[config.mk]
export PLATFORM = sky130hd
export DESIGN_NAME = sprite_shifter_flat
export DESIGN_NICKNAME = d
export VERILOG_FILES = /design/src/rtl/sprite_shifter_if.sv /design/src/rtl/sprite_shifter.sv /design/src/flat_wrapper.sv
export SDC_FILE = /design/constraint.sdc
export NUM_CORES = 1
export LEC_CHECK = 0
export ABC_AREA = 1
export BUFFER_PORTS_ARGS = -buffer_cell sky130_fd_sc_hd__buf_2
export CORE_MARGIN = 4
export CORE_UTILIZATION = 45
export CTS_CLUSTER_DIAMETER = 200
export CTS_CLUSTER_SIZE = 25
export DETAILED_ROUTE_END_ITERATION = 8
export GPL_ROUTABILITY_DRIVEN = 0
export SYNTH_ARGS = -nofsm -noshare
export SYNTH_HDL_FRONTEND = slang
export SYNTH_SLANG_ARGS = --single-unit
[constraint.sdc]
create_clock -name clk -period 4 [get_ports clk]
set_clock_uncertainty 0.15 [all_clocks]
set_input_delay 0.8 -clock clk [delete_from_list [all_inputs] [get_ports clk]]
set_output_delay 0.8 -clock clk [all_outputs]
set_load 0.05 [all_outputs]
[src/rtl/sprite_shifter_if.sv]
`default_nettype none
// ============================================================================
// Module   : sprite_shifter_if
// Purpose  : Fetch-side load bus and pixel-side result bus of the sprite shifter
// Revision : 1.0 - initial release
// ============================================================================
interface sprite_shifter_if;
    logic       rend;
    logic [8:0] cycle;
    logic [8:0] scan;
    logic [7:0] ppumask;
    logic [7:0] sp_attr;
    logic [7:0] sp_x;
    logic       sp_zero;
    logic       sp_valid;
    logic [7:0] pat_din;
    logic       pat_lo_ld;
    logic       pat_hi_ld;
    logic [3:0] px_color;
    logic       px_pri;
    logic       px_sp0;

    modport master (
        output rend, cycle, scan, ppumask,
        output sp_attr, sp_x, sp_zero, sp_valid,
        output pat_din, pat_lo_ld, pat_hi_ld,
        input  px_color, px_pri, px_sp0
    );

    modport slave (
        input  rend, cycle, scan, ppumask,
        input  sp_attr, sp_x, sp_zero, sp_valid,
        input  pat_din, pat_lo_ld, pat_hi_ld,
        output px_color, px_pri, px_sp0
    );
endinterface
`default_nettype wire

[src/rtl/sprite_shifter.sv]
`default_nettype none
// ============================================================================
// Module   : sprite_shifter
// Purpose  : Eight sprite slots loaded in the fetch window, shifted out during
//            visible dots, front-most opaque pixel resolved and registered.
// Revision : 1.0 - initial release
// ============================================================================
module sprite_shifter #(
    parameter int NSLOTS = 8
) (
    input  logic             clk,
    input  logic             rst,
    sprite_shifter_if.slave  sp_if
);

    localparam int c_SLOT_W = 3;

    logic [7:0]          plane0_q [NSLOTS];
    logic [7:0]          plane0_d [NSLOTS];
    logic [7:0]          plane1_q [NSLOTS];
    logic [7:0]          plane1_d [NSLOTS];
    logic [7:0]          xcnt_q   [NSLOTS];
    logic [7:0]          xcnt_d   [NSLOTS];
    logic [1:0]          pal_q    [NSLOTS];
    logic [1:0]          pal_d    [NSLOTS];
    logic [NSLOTS-1:0]   pri_q, pri_d;
    logic [NSLOTS-1:0]   sp0_q, sp0_d;
    logic [NSLOTS-1:0]   valid_q, valid_d;
    logic [3:0]          px_color_q, px_color_d;
    logic                px_pri_q, px_pri_d;
    logic                px_sp0_q, px_sp0_d;

    logic [1:0]          w_pix [NSLOTS];
    logic                w_in_win;
    logic                w_vis;
    logic                w_show;
    logic [8:0]          w_px_x;
    logic [c_SLOT_W-1:0] w_slot;
    logic [c_SLOT_W-1:0] w_win;
    logic                w_hit;
    logic [7:0]          w_din;
    logic                w_unused;

    function automatic logic [7:0] f_rev8(input logic [7:0] v);
        logic [7:0] r;
        for (int i = 0; i < 8; i++) r[i] = v[7-i];
        return r;
    endfunction

    assign w_in_win = (sp_if.cycle >= 9'd256) && (sp_if.cycle <= 9'd319);
    assign w_slot   = sp_if.cycle[5:3];
    assign w_vis    = sp_if.rend && (sp_if.scan <= 9'd239) &&
                      (sp_if.cycle >= 9'd1) && (sp_if.cycle <= 9'd256);
    assign w_px_x   = sp_if.cycle - 9'd1;
    assign w_show   = sp_if.ppumask[4] && !((w_px_x < 9'd8) && !sp_if.ppumask[2]);
    // H-flip is folded in at load time so the shifter always emits bit 7 first
    assign w_din    = sp_if.sp_attr[6] ? f_rev8(sp_if.pat_din) : sp_if.pat_din;
    assign w_unused = ^{sp_if.sp_attr[7], sp_if.sp_attr[4:2], sp_if.ppumask[7:5],
                        sp_if.ppumask[3], sp_if.ppumask[1:0]};

    for (genvar g = 0; g < NSLOTS; g++) begin : g_slot_pix
        assign w_pix[g] = (valid_q[g] && (xcnt_q[g] == 8'd0)) ?
                          {plane1_q[g][7], plane0_q[g][7]} : 2'b00;
    end

    // Descending scan so the lowest-index opaque slot is the last to claim the win
    always_comb begin
        w_hit = 1'b0;
        w_win = '0;
        for (int s = NSLOTS - 1; s >= 0; s--) begin
            if (w_pix[s] != 2'b00) begin
                w_hit = 1'b1;
                w_win = c_SLOT_W'(s);
            end
        end
    end

    always_comb begin
        plane0_d = plane0_q;
        plane1_d = plane1_q;
        xcnt_d   = xcnt_q;
        pal_d    = pal_q;
        pri_d    = pri_q;
        sp0_d    = sp0_q;
        valid_d  = valid_q;

        if (w_vis) begin
            for (int s = 0; s < NSLOTS; s++) begin
                if (xcnt_q[s] != 8'd0) begin
                    xcnt_d[s] = xcnt_q[s] - 8'd1;
                end else begin
                    plane0_d[s] = {plane0_q[s][6:0], 1'b0};
                    plane1_d[s] = {plane1_q[s][6:0], 1'b0};
                end
            end
        end

        if (w_in_win) begin
            if (sp_if.pat_lo_ld) begin
                plane0_d[w_slot] = w_din;
            end else if (sp_if.pat_hi_ld) begin
                plane1_d[w_slot] = sp_if.sp_valid ? w_din : 8'h00;
                if (!sp_if.sp_valid) plane0_d[w_slot] = 8'h00;
                xcnt_d[w_slot]   = sp_if.sp_x;
                pal_d[w_slot]    = sp_if.sp_attr[1:0];
                pri_d[w_slot]    = sp_if.sp_attr[5];
                sp0_d[w_slot]    = sp_if.sp_zero;
                valid_d[w_slot]  = sp_if.sp_valid;
            end
        end

        px_color_d = 4'h0;
        px_pri_d   = 1'b0;
        px_sp0_d   = 1'b0;
        if (w_vis && w_show && w_hit) begin
            px_color_d = {pal_q[w_win], w_pix[w_win]};
            px_pri_d   = pri_q[w_win];
            px_sp0_d   = sp0_q[w_win];
        end
    end

    always_ff @(posedge clk) begin
        if (rst) begin
            plane0_q   <= '{default: '0};
            plane1_q   <= '{default: '0};
            xcnt_q     <= '{default: '0};
            pal_q      <= '{default: '0};
            pri_q      <= '0;
            sp0_q      <= '0;
            valid_q    <= '0;
            px_color_q <= 4'h0;
            px_pri_q   <= 1'b0;
            px_sp0_q   <= 1'b0;
        end else begin
            plane0_q   <= plane0_d;
            plane1_q   <= plane1_d;
            xcnt_q     <= xcnt_d;
            pal_q      <= pal_d;
            pri_q      <= pri_d;
            sp0_q      <= sp0_d;
            valid_q    <= valid_d;
            px_color_q <= px_color_d;
            px_pri_q   <= px_pri_d;
            px_sp0_q   <= px_sp0_d;
        end
    end

    assign sp_if.px_color = px_color_q;
    assign sp_if.px_pri   = px_pri_q;
    assign sp_if.px_sp0   = px_sp0_q;

    a_single_load: assert property (@(posedge clk) disable iff (rst)
        !(sp_if.pat_lo_ld && sp_if.pat_hi_ld));

endmodule
`default_nettype wire

[src/flat_wrapper.sv]
// flat-port wrapper written by rule: the top's interface ports become plain ports
module sprite_shifter_flat 
#(
    parameter int NSLOTS = 8
)
  (clk, rst, sp_if_rend, sp_if_cycle, sp_if_scan, sp_if_ppumask, sp_if_sp_attr, sp_if_sp_x, sp_if_sp_zero, sp_if_sp_valid, sp_if_pat_din, sp_if_pat_lo_ld, sp_if_pat_hi_ld, sp_if_px_color, sp_if_px_pri, sp_if_px_sp0);
  sprite_shifter_if sp_if_i ();
  input  logic clk;
  input  logic rst;
  input wire logic [$bits(sp_if_i.rend)-1:0] sp_if_rend;
  input wire logic [$bits(sp_if_i.cycle)-1:0] sp_if_cycle;
  input wire logic [$bits(sp_if_i.scan)-1:0] sp_if_scan;
  input wire logic [$bits(sp_if_i.ppumask)-1:0] sp_if_ppumask;
  input wire logic [$bits(sp_if_i.sp_attr)-1:0] sp_if_sp_attr;
  input wire logic [$bits(sp_if_i.sp_x)-1:0] sp_if_sp_x;
  input wire logic [$bits(sp_if_i.sp_zero)-1:0] sp_if_sp_zero;
  input wire logic [$bits(sp_if_i.sp_valid)-1:0] sp_if_sp_valid;
  input wire logic [$bits(sp_if_i.pat_din)-1:0] sp_if_pat_din;
  input wire logic [$bits(sp_if_i.pat_lo_ld)-1:0] sp_if_pat_lo_ld;
  input wire logic [$bits(sp_if_i.pat_hi_ld)-1:0] sp_if_pat_hi_ld;
  output wire logic [$bits(sp_if_i.px_color)-1:0] sp_if_px_color;
  output wire logic [$bits(sp_if_i.px_pri)-1:0] sp_if_px_pri;
  output wire logic [$bits(sp_if_i.px_sp0)-1:0] sp_if_px_sp0;
  assign sp_if_i.rend = sp_if_rend;
  assign sp_if_i.cycle = sp_if_cycle;
  assign sp_if_i.scan = sp_if_scan;
  assign sp_if_i.ppumask = sp_if_ppumask;
  assign sp_if_i.sp_attr = sp_if_sp_attr;
  assign sp_if_i.sp_x = sp_if_sp_x;
  assign sp_if_i.sp_zero = sp_if_sp_zero;
  assign sp_if_i.sp_valid = sp_if_sp_valid;
  assign sp_if_i.pat_din = sp_if_pat_din;
  assign sp_if_i.pat_lo_ld = sp_if_pat_lo_ld;
  assign sp_if_i.pat_hi_ld = sp_if_pat_hi_ld;
  assign sp_if_px_color = sp_if_i.px_color;
  assign sp_if_px_pri = sp_if_i.px_pri;
  assign sp_if_px_sp0 = sp_if_i.px_sp0;
  sprite_shifter #(.NSLOTS(NSLOTS)) u_core (.clk(clk), .rst(rst), .sp_if(sp_if_i));
endmodule
==> results.md, run 1 <==
| Group | Result | Value |
| --- | --- | --- |
| critical path | Sort of element at the start of the critical path | register |
| route | Number of vias per cell | 5.35 |
| clock tree | Clock slew at reported path FFs | 110 ps |
| floorplan | Overall die area | 0.0303 mm² |
| logic synthesis | Asr flop ratio synth | 0% |
| clock tree | TritonCTS clock tree | done |
| layout | Number of nets in the finished design | 1878 |
| route | Final antenna-violating net count | 0 |
| logic synthesis | Combined area of all synthesized cells | 0.0124 mm² |
| route | 1st-pass router iterations | 5 |
| placement | Minimum setup slack after placement | 636 ps |
| clock tree | H-tree Lvls | 1 |
| clock tree | Worst-case clock buffer depth | 3 |
| critical path | Crit path top cell by count | sky130_fd_sc_hd__nand2_1 |
| placement | Total placed cells including tap cells | 2133 |
| floorplan | DIE HEIGHT | 174 µm |
| global route | Via count of the first global-routing pass | 10500 |
| logic synthesis | Post-synthesis sequential element count | 238 |
| hold path | Path category of the worst min-delay check | register to register |
| pwr | VDD IR-drop max | 0.204 mV |
| placement | Total of buffers placed on input and output ports | 48 |
| timing | Post-layout minimum cycle time | 2940 ps |
| clock tree | Post-cts hold buffer count | 0 |
| logic synthesis | Leading cell type by number of instances after synthesis | sky130_fd_sc_hd__inv_1 |
| pwr | Total power draw | 4.70 mW |
| timing | Slew at the pin with the worst max-slew slack | 864 ps |
| logic synthesis | Largest area contributor in the synthesized netlist | sky130_fd_sc_hd__dfxtp_1 |
| route | Violation count after the first detailed-route iteration | 847 |
| critical path | Maximum fanout encountered on the critical timing path | 18 |
| pwr | Leakage power | 6.26 nW |
| logic synthesis | Register area share after synthesis | 38.4% |
| outcome | Result of the run | finished clean |
| floorplan | IO Count | 63 |
| floorplan | Starting density of the core | 46.0% |
| route | Overall via count from detail_route | 11500 |
| route | DRT Wirelength | 34700 µm |
| clock tree | Clock root buffer master | sky130_fd_sc_hd__clkbuf_16 |
| logic synthesis | Yosys warning total | 0 |
| route | DR WL/cell | 16.2 µm |
| timing | Final Max Tran Viols | 0 |
| critical path | Sequence of cells on the critical path | inv_1 > ha_1 > nand2_1 > nor2_2 > nand2_1 > nor3_1 > nor2_1 > buf_4 > nand2_1 > nor2_2 > buf_4 > inv_1 > nand3_1 > nand3_1 > nand2_1 > nor2_1 |
| critical path | Family with the most delay on the worst path | simple AND/OR/NAND/NOR gates |
| timing | RSZ-0062 raised after global routing | false |
| global route | Pin count of the biggest net entering global routing | 66 |
| critical path | Critical path data required time | 4270 ps |
| placement | Hpwl dp | 23700 µm |
| clock tree | Resized cells post-CTS | 0 |
| logic synthesis | Post-Synthesis Net Count | 1867 |
| logic synthesis | Number of unique standard cell types used by synthesis | 48 |
| timing | Setup ws final | 1060 ps |
| timing | Hold violation total from the final report | 0 |
| timing | Final clock period utilization by the worst path | 73.5% |
| logic synthesis | Most frequently used flop master after synthesis | sky130_fd_sc_hd__dfxtp_1 |
| layout | Area added between synthesis and finish | 7.02% |
| critical path | Max stage delay on crit path | 350 ps |
| clock tree | Num Clock Sinks | 238 |
| global route | First-pass GRT wire length | 56200 µm |
| logic synthesis | Mapped Cells | 1796 |
| pwr | Pwr dens | 354 mW/mm² |
| clock tree | # Post-CTS Setup Buffers | 0 |
| route | Post-detailed-route DRC marker count | 0 |
| critical path | Kind of end point of the critical path | register |
| floorplan | Std cell rows | 60 |
| floorplan | Die extent in x | 174 µm |
| logic synthesis | Top cells by area, synth | sky130_fd_sc_hd__dfxtp_1 (38%), sky130_fd_sc_hd__a21oi_1 (10%), sky130_fd_sc_hd__inv_1 (8.9%), sky130_fd_sc_hd__nand2_1 (8.3%), sky130_fd_sc_hd__o21ai_0 (7.7%) |
| global route | Antenna violations before repair | 1 |
| floorplan | Core region area | 0.0270 mm² |
| flow run | Max capacitance violation total | 0 |
| logic synthesis | Number of flops mapped to enable cells by yosys | 0 |
| critical path | Crit path buffers/inverters | 4 |
| layout | Fraction of final layout cells with drive strength greater than 1 | 7.97% |
| layout | Layout fillers | 2739 |
| logic synthesis | Proportion of netlist area held by the largest area contributor | 38.4% |
| clock tree | Worst skew pair latency | 490 ps |
| critical path | Crit-path slowest cell | sky130_fd_sc_hd__nor3_1 |
| critical path | Type of the worst setup path | register to register |
| global route | All-layer global routing usage | 22.3% |
| global route | Total global routing overflow | 0 |
| critical path | Endpoint arrival time on the critical path | 3210 ps |
| timing | Max-Slew Margin vs Limit | 42.3% |
| logic synthesis | Most frequent cells after synthesis | sky130_fd_sc_hd__inv_1 (295), sky130_fd_sc_hd__nand2_1 (274), sky130_fd_sc_hd__a21oi_1 (256) |
| layout | Number of antenna cells inserted | 0 |
| clock tree | Number of buffers inserted during clock tree synthesis | 13 |
| logic synthesis | Synth Area per Inst | 6.92 µm² |
| layout | Final Instance Count excl. Fillers | 2147 |
| timing | Fmax | 0.340 GHz |
| timing | Setup violation total in the final timing report | 0 |
| timing | Aggregate negative setup slack | 0 ps |
## cells by family (layout without fill, tap and decap cells)
group	Yosys count	in the layout	synth area share [%]
compound gates	571	571	25.1
xor+xnor	37	37	2.61
fa+ha+maj	14	14	1.41
buf+inv	389	399	12.4
mux	21	21	1.90
simple gates	526	526	18.2
flops	238	238	38.4
## layout by cell type, fill, tap and decap left out, drive strengths merged, types with 7 or more instances in the layout
cell type	count
a21oi	256
buf	80
clkbuf	13
dfxtp	238
ha	14
inv	300
mux2	21
nand2	282
nand3	76
nand4	7
nor2	121
nor3	24
o211ai	52
o21ai	217
o22ai	14
xnor2	10
xor2	27
## path summary, 6_finish.rpt
| kind | startpoint | to | slack, ps | depth (start not counted) |
|---|---|---|---|---|
| worst max-delay path | u_core.xcnt_q[56]$_SDFF_PP0_ | u_core.sp_if.px_pri$_SDFF_PP0_ | 1060 | 16 |
| worst max register to register | u_core.xcnt_q[56]$_SDFF_PP0_ | u_core.sp_if.px_pri$_SDFF_PP0_ | 1060 | 16 |
| worst min register to register | u_core.valid_q[5]$_SDFFE_PP0P_ | u_core.valid_q[5]$_SDFFE_PP0P_ | 310 | 2 |
| worst min-delay path | u_core.valid_q[5]$_SDFFE_PP0P_ | u_core.valid_q[5]$_SDFFE_PP0P_ | 310 | 2 |
## per-layer routing
metal | up-vias | global-route usage, % | routed length [µm]
met4 | 2 | 5.77 | 888
met2 | 278 | 35.4 | 15200
met3 | 61 | 2.31 | 1720
met1 | 5252 | 32.5 | 16900
li1 | 5892 | - | -
met5 | - | 0 | 7
## cell type report
type                       instances  area (µm²)  share of cell area [%]
sequential                       238        4760                    35.8
timing repair buffer              80         495                    3.73
tap                              341         427                    3.21
clock inverter                     1        16.3                   0.122
inverter                         305        1140                    8.61
clock buffer                      13         325                    2.45
multi-input combinational       1169        6120                    46.0
## state kept, by name, summed over array words and instances, names as in the netlist
signal / flops
u_core.sp_if.px_pri: 1
u_core.sp_if.px_sp0: 1
u_core.plane1_q: 64
u_core.sp0_q: 8
u_core.sp_if.px_color: 4
u_core.xcnt_q: 64
u_core.pri_q: 8
u_core.valid_q: 8
u_core.pal_q: 16
u_core.plane0_q: 64
## worst reg2reg max path, stage by stage (launching register included)
cell,delay (ps)
sky130_fd_sc_hd__dfxtp_1,340
sky130_fd_sc_hd__inv_1,90
sky130_fd_sc_hd__ha_1,170
sky130_fd_sc_hd__nand2_1,100
sky130_fd_sc_hd__nor2_2,190
sky130_fd_sc_hd__nand2_1,150
sky130_fd_sc_hd__nor3_1,350
sky130_fd_sc_hd__nor2_1,150
sky130_fd_sc_hd__buf_4,240
sky130_fd_sc_hd__nand2_1,100
sky130_fd_sc_hd__nor2_2,40
sky130_fd_sc_hd__buf_4,190
sky130_fd_sc_hd__inv_1,220
sky130_fd_sc_hd__nand3_1,120
sky130_fd_sc_hd__nand3_1,80
sky130_fd_sc_hd__nand2_1,80
sky130_fd_sc_hd__nor2_1,130
## where the power goes
| group | leakage (nW) | internal (mW) | switching, mW |
|---|---|---|---|
| Sequential | 1.93 | 2.46 | 0.0523 |
| Combinational | 4.17 | 0.269 | 0.507 |
| Clock | 0.167 | 0.597 | 0.812 |
| Total | 6.26 | 3.33 | 1.37 |
## per-stage QoR
step	hold slack [ps]	area, µm²	util, %
after floorplan	280	12400	-
after global placement	288	13000	47.9
after detailed placement	293	13000	47.9
after CTS	309	13300	49.2
after global routing	336	13300	49.2
final	306	13300	49.2
No activity file was read; power rests on OpenSTA's default activity.
==> run 2: changes to the inputs <==
==> constraint.sdc (replaced) <==
create_clock -name clk -period 2.9 [get_ports clk]
set_clock_uncertainty 0.15 [all_clocks]
set_input_delay 0.58 -clock clk [delete_from_list [all_inputs] [get_ports clk]]
set_output_delay 0.58 -clock clk [all_outputs]
set_load 0.05 [all_outputs]
==> run 2 against run 1 <==
Compared with the run above: sequential share of layout area decreased by 0.82 points; final area up 2.4%; total power is 39% higher; first-iteration DRC count up 15%.
==> results.md, run 2 (synthesized netlist as in run 1, its figures left out) <==
| Group | Result | Value | Delta |
| --- | --- | --- | --- |
| route | Post-detailed-route DRC marker count | 0 | unchanged |
| timing | Final Max Tran Viols | 0 | unchanged |
| global route | Via count of the first global-routing pass | 10600 | +0.45% |
| pwr | Leakage power | 6.46 nW | +3.1% |
| clock tree | TritonCTS clock tree | done |  |
| placement | Total of buffers placed on input and output ports | 48 | unchanged |
| route | Final antenna-violating net count | 0 | unchanged |
| route | DR WL/cell | 16.0 µm | -1.2% |
| layout | Area added between synthesis and finish | 9.54% |  |
| floorplan | Overall die area | 0.0303 mm² | unchanged |
| timing | RSZ-0062 raised after global routing | false |  |
| clock tree | Clock root buffer master | sky130_fd_sc_hd__clkbuf_16 |  |
| timing | Post-layout minimum cycle time | 2700 ps | -237 ps |
| outcome | Result of the run | finished clean |  |
| floorplan | Core region area | 0.0270 mm² | unchanged |
| critical path | Type of the worst setup path | register to register |  |
| flow run | Max capacitance violation total | 0 | unchanged |
| global route | All-layer global routing usage | 22.5% | +0.19 points |
| clock tree | # Post-CTS Setup Buffers | 0 | unchanged |
| timing | Final clock period utilization by the worst path | 93.3% | +20 points |
| critical path | Critical path data required time | 3160 ps | -1110 ps |
| layout | Number of nets in the finished design | 1914 | +1.9% |
| pwr | VDD IR-drop max | 0.406 mV | +99% |
| placement | Hpwl dp | 24800 µm | +4.8% |
| route | 1st-pass router iterations | 5 | unchanged |
| global route | Total global routing overflow | 0 | unchanged |
| critical path | Sort of element at the start of the critical path | register |  |
| floorplan | Starting density of the core | 46.0% | unchanged |
| timing | Max-Slew Margin vs Limit | 58.9% | +17 points |
| route | Number of vias per cell | 5.35 | about the same |
| critical path | R2R Path End | u_core.sp_if.px_pri$_SDFF_PP0_ |  |
| critical path | Origin of the critical flop-to-flop path | u_core.xcnt_q[56]$_SDFF_PP0_ |  |
| critical path | Crit path from | u_core.xcnt_q[56]$_SDFF_PP0_ |  |
| global route | Pin count of the biggest net entering global routing | 89 | +35% |
| layout | Most common library cell in the layout ignoring fill and taps | sky130_fd_sc_hd__inv_1 |  |
| route | Violation count after the first detailed-route iteration | 974 | +15% |
| timing | Setup violation total in the final timing report | 0 | unchanged |
| clock tree | H-tree Lvls | 1 | unchanged |
| clock tree | Worst-case clock buffer depth | 3 | unchanged |
| route | DRT Wirelength | 34900 µm | +0.49% |
| layout | Fraction of final layout cells with drive strength greater than 1 | 9.77% | +1.8 points |
| timing | Aggregate negative setup slack | 0 ps | unchanged |
| timing | Hold violation total from the final report | 0 | unchanged |
| floorplan | Std cell rows | 60 | unchanged |
| hold path | Path category of the worst min-delay check | input pin to register |  |
| floorplan | Die extent in x | 174 µm | unchanged |
| timing | Fmax | 0.370 GHz | +8.8% |
| layout | Largest registers | u_core.plane0_q: 64 flops, u_core.plane1_q: 64 flops, u_core.xcnt_q: 64 flops |  |
| clock tree | Number of buffers inserted during clock tree synthesis | 13 | unchanged |
| timing | Slew at the pin with the worst max-slew slack | 616 ps | -248 ps |
| clock tree | Worst skew pair latency | 490 ps | about the same |
| critical path | Endpoint arrival time on the critical path | 2960 ps | -250 ps |
| pwr | Total power draw | 6.52 mW | +39% |
| global route | First-pass GRT wire length | 56400 µm | +0.37% |
| clock tree | Num Clock Sinks | 238 | unchanged |
| pwr | Pwr dens | 479 mW/mm² | +36% |
| clock tree | Clock slew at reported path FFs | 100 ps | about the same |
| layout | Number of antenna cells inserted | 0 | unchanged |
| floorplan | IO Count | 63 | unchanged |
| layout | Commonest non-fill, non-tap cells in the layout | sky130_fd_sc_hd__inv_1 (294), sky130_fd_sc_hd__nand2_1 (274), sky130_fd_sc_hd__a21oi_1 (256) |  |
| critical path | Worst setup path endpoint | u_core.sp_if.px_pri$_SDFF_PP0_ |  |
| critical path | Kind of end point of the critical path | register |  |
| critical path | Worst R2R Path Depth | 13 | -3 |
| critical path | Maximum fanout encountered on the critical timing path | 12 | -6 |
| global route | Antenna violations before repair | 1 | unchanged |
| critical path | Internal reg-to-reg setup slack | 200 ps | -860 ps |
| route | Overall via count from detail_route | 11700 | +1.7% |
| floorplan | DIE HEIGHT | 174 µm | unchanged |
run 2: final cells by class:
| type | instances | area (µm²) |
|---|---|---|
| Timing Repair Buffer | 116 | 803 |
| Fill cell | 2759 | 13400 |
| Clock buffer | 13 | 325 |
| Inverter | 305 | 1140 |
| Tap cell | 341 | 427 |
| Clock inverter | 1 | 16.3 |
| Multi-Input combinational cell | 1169 | 6130 |
| Sequential cell | 238 | 4760 |
run 2: through the flow:
stage               std cells  hold slack, ps  worst slack [ps]  utilization [%]  cell area, µm²
finish                   2183             233               195             50.4           13600
global route             2183             258              47.9             50.4           13600
CTS                      2183             220               144             50.3           13600
detailed placement       2169             294              39.0             49.1           13300
global placement         2169             287              76.2             49.1           13300
floorplan                1796             280               625                -           12400
run 2: critical path, stage by stage, from the launching register on:
cell and delay [ps]:
sky130_fd_sc_hd__dfxtp_1 330, sky130_fd_sc_hd__inv_1 80, sky130_fd_sc_hd__ha_1 170, sky130_fd_sc_hd__nand2_1 110, sky130_fd_sc_hd__nor2_2 200, sky130_fd_sc_hd__nand2_1 140, sky130_fd_sc_hd__nor3_1 390, sky130_fd_sc_hd__nor2_1 230
sky130_fd_sc_hd__nand2_4 210, sky130_fd_sc_hd__buf_4 170, sky130_fd_sc_hd__nand2_1 50, sky130_fd_sc_hd__a21oi_1 180, sky130_fd_sc_hd__nor2_1 60, sky130_fd_sc_hd__nor2_1 150
run 2: per-layer routing:
layer / vias up / GRT usage [%] / share of wire, % / routed length (µm)
met5: - / 0 / 0.020 / 7
met4: 2 / 5.34 / 2.2 / 775
met3: 44 / 2.52 / 5.0 / 1750
met2: 261 / 36.1 / 45 / 15600
met1: 5410 / 32.5 / 48 / 16800
li1: 5968 / - / - / -
run 2: how the worst min path moves through the flow:
stage | from | end | slack, ps | cells past startpoint
finish | sp_if_sp_x[1] | u_core.xcnt_q[57]$_SDFF_PP0_ | 230 | 3
global route | sp_if_sp_x[2] | u_core.xcnt_q[58]$_SDFF_PP0_ | 260 | 3
CTS | sp_if_sp_x[1] | u_core.xcnt_q[57]$_SDFF_PP0_ | 220 | 3
detailed placement | u_core.valid_q[5]$_SDFFE_PP0P_ | u_core.valid_q[5]$_SDFFE_PP0P_ | 290 | 2
global placement | u_core.valid_q[5]$_SDFFE_PP0P_ | u_core.valid_q[5]$_SDFFE_PP0P_ | 290 | 2
floorplan | u_core.pal_q[11]$_SDFFE_PP0P_ | u_core.pal_q[11]$_SDFFE_PP0P_ | 280 | 2
run 2: report_power, final:
| part | internal, mW | leakage [nW] | switching, mW | total, mW |
|---|---|---|---|---|
| Clock | 0.823 | 0.167 | 1.11 | 1.94 |
| Combinational | 0.399 | 4.36 | 0.719 | 1.12 |
| Sequential | 3.40 | 1.93 | 0.0718 | 3.47 |
| Total | 4.62 | 6.46 | 1.90 | 6.52 |
run 2: timing repair:
action / CTS / global route
resized for setup: 0 / 1
hold buffers: 0 / 0
setup endpoints to repair: 0 / 3
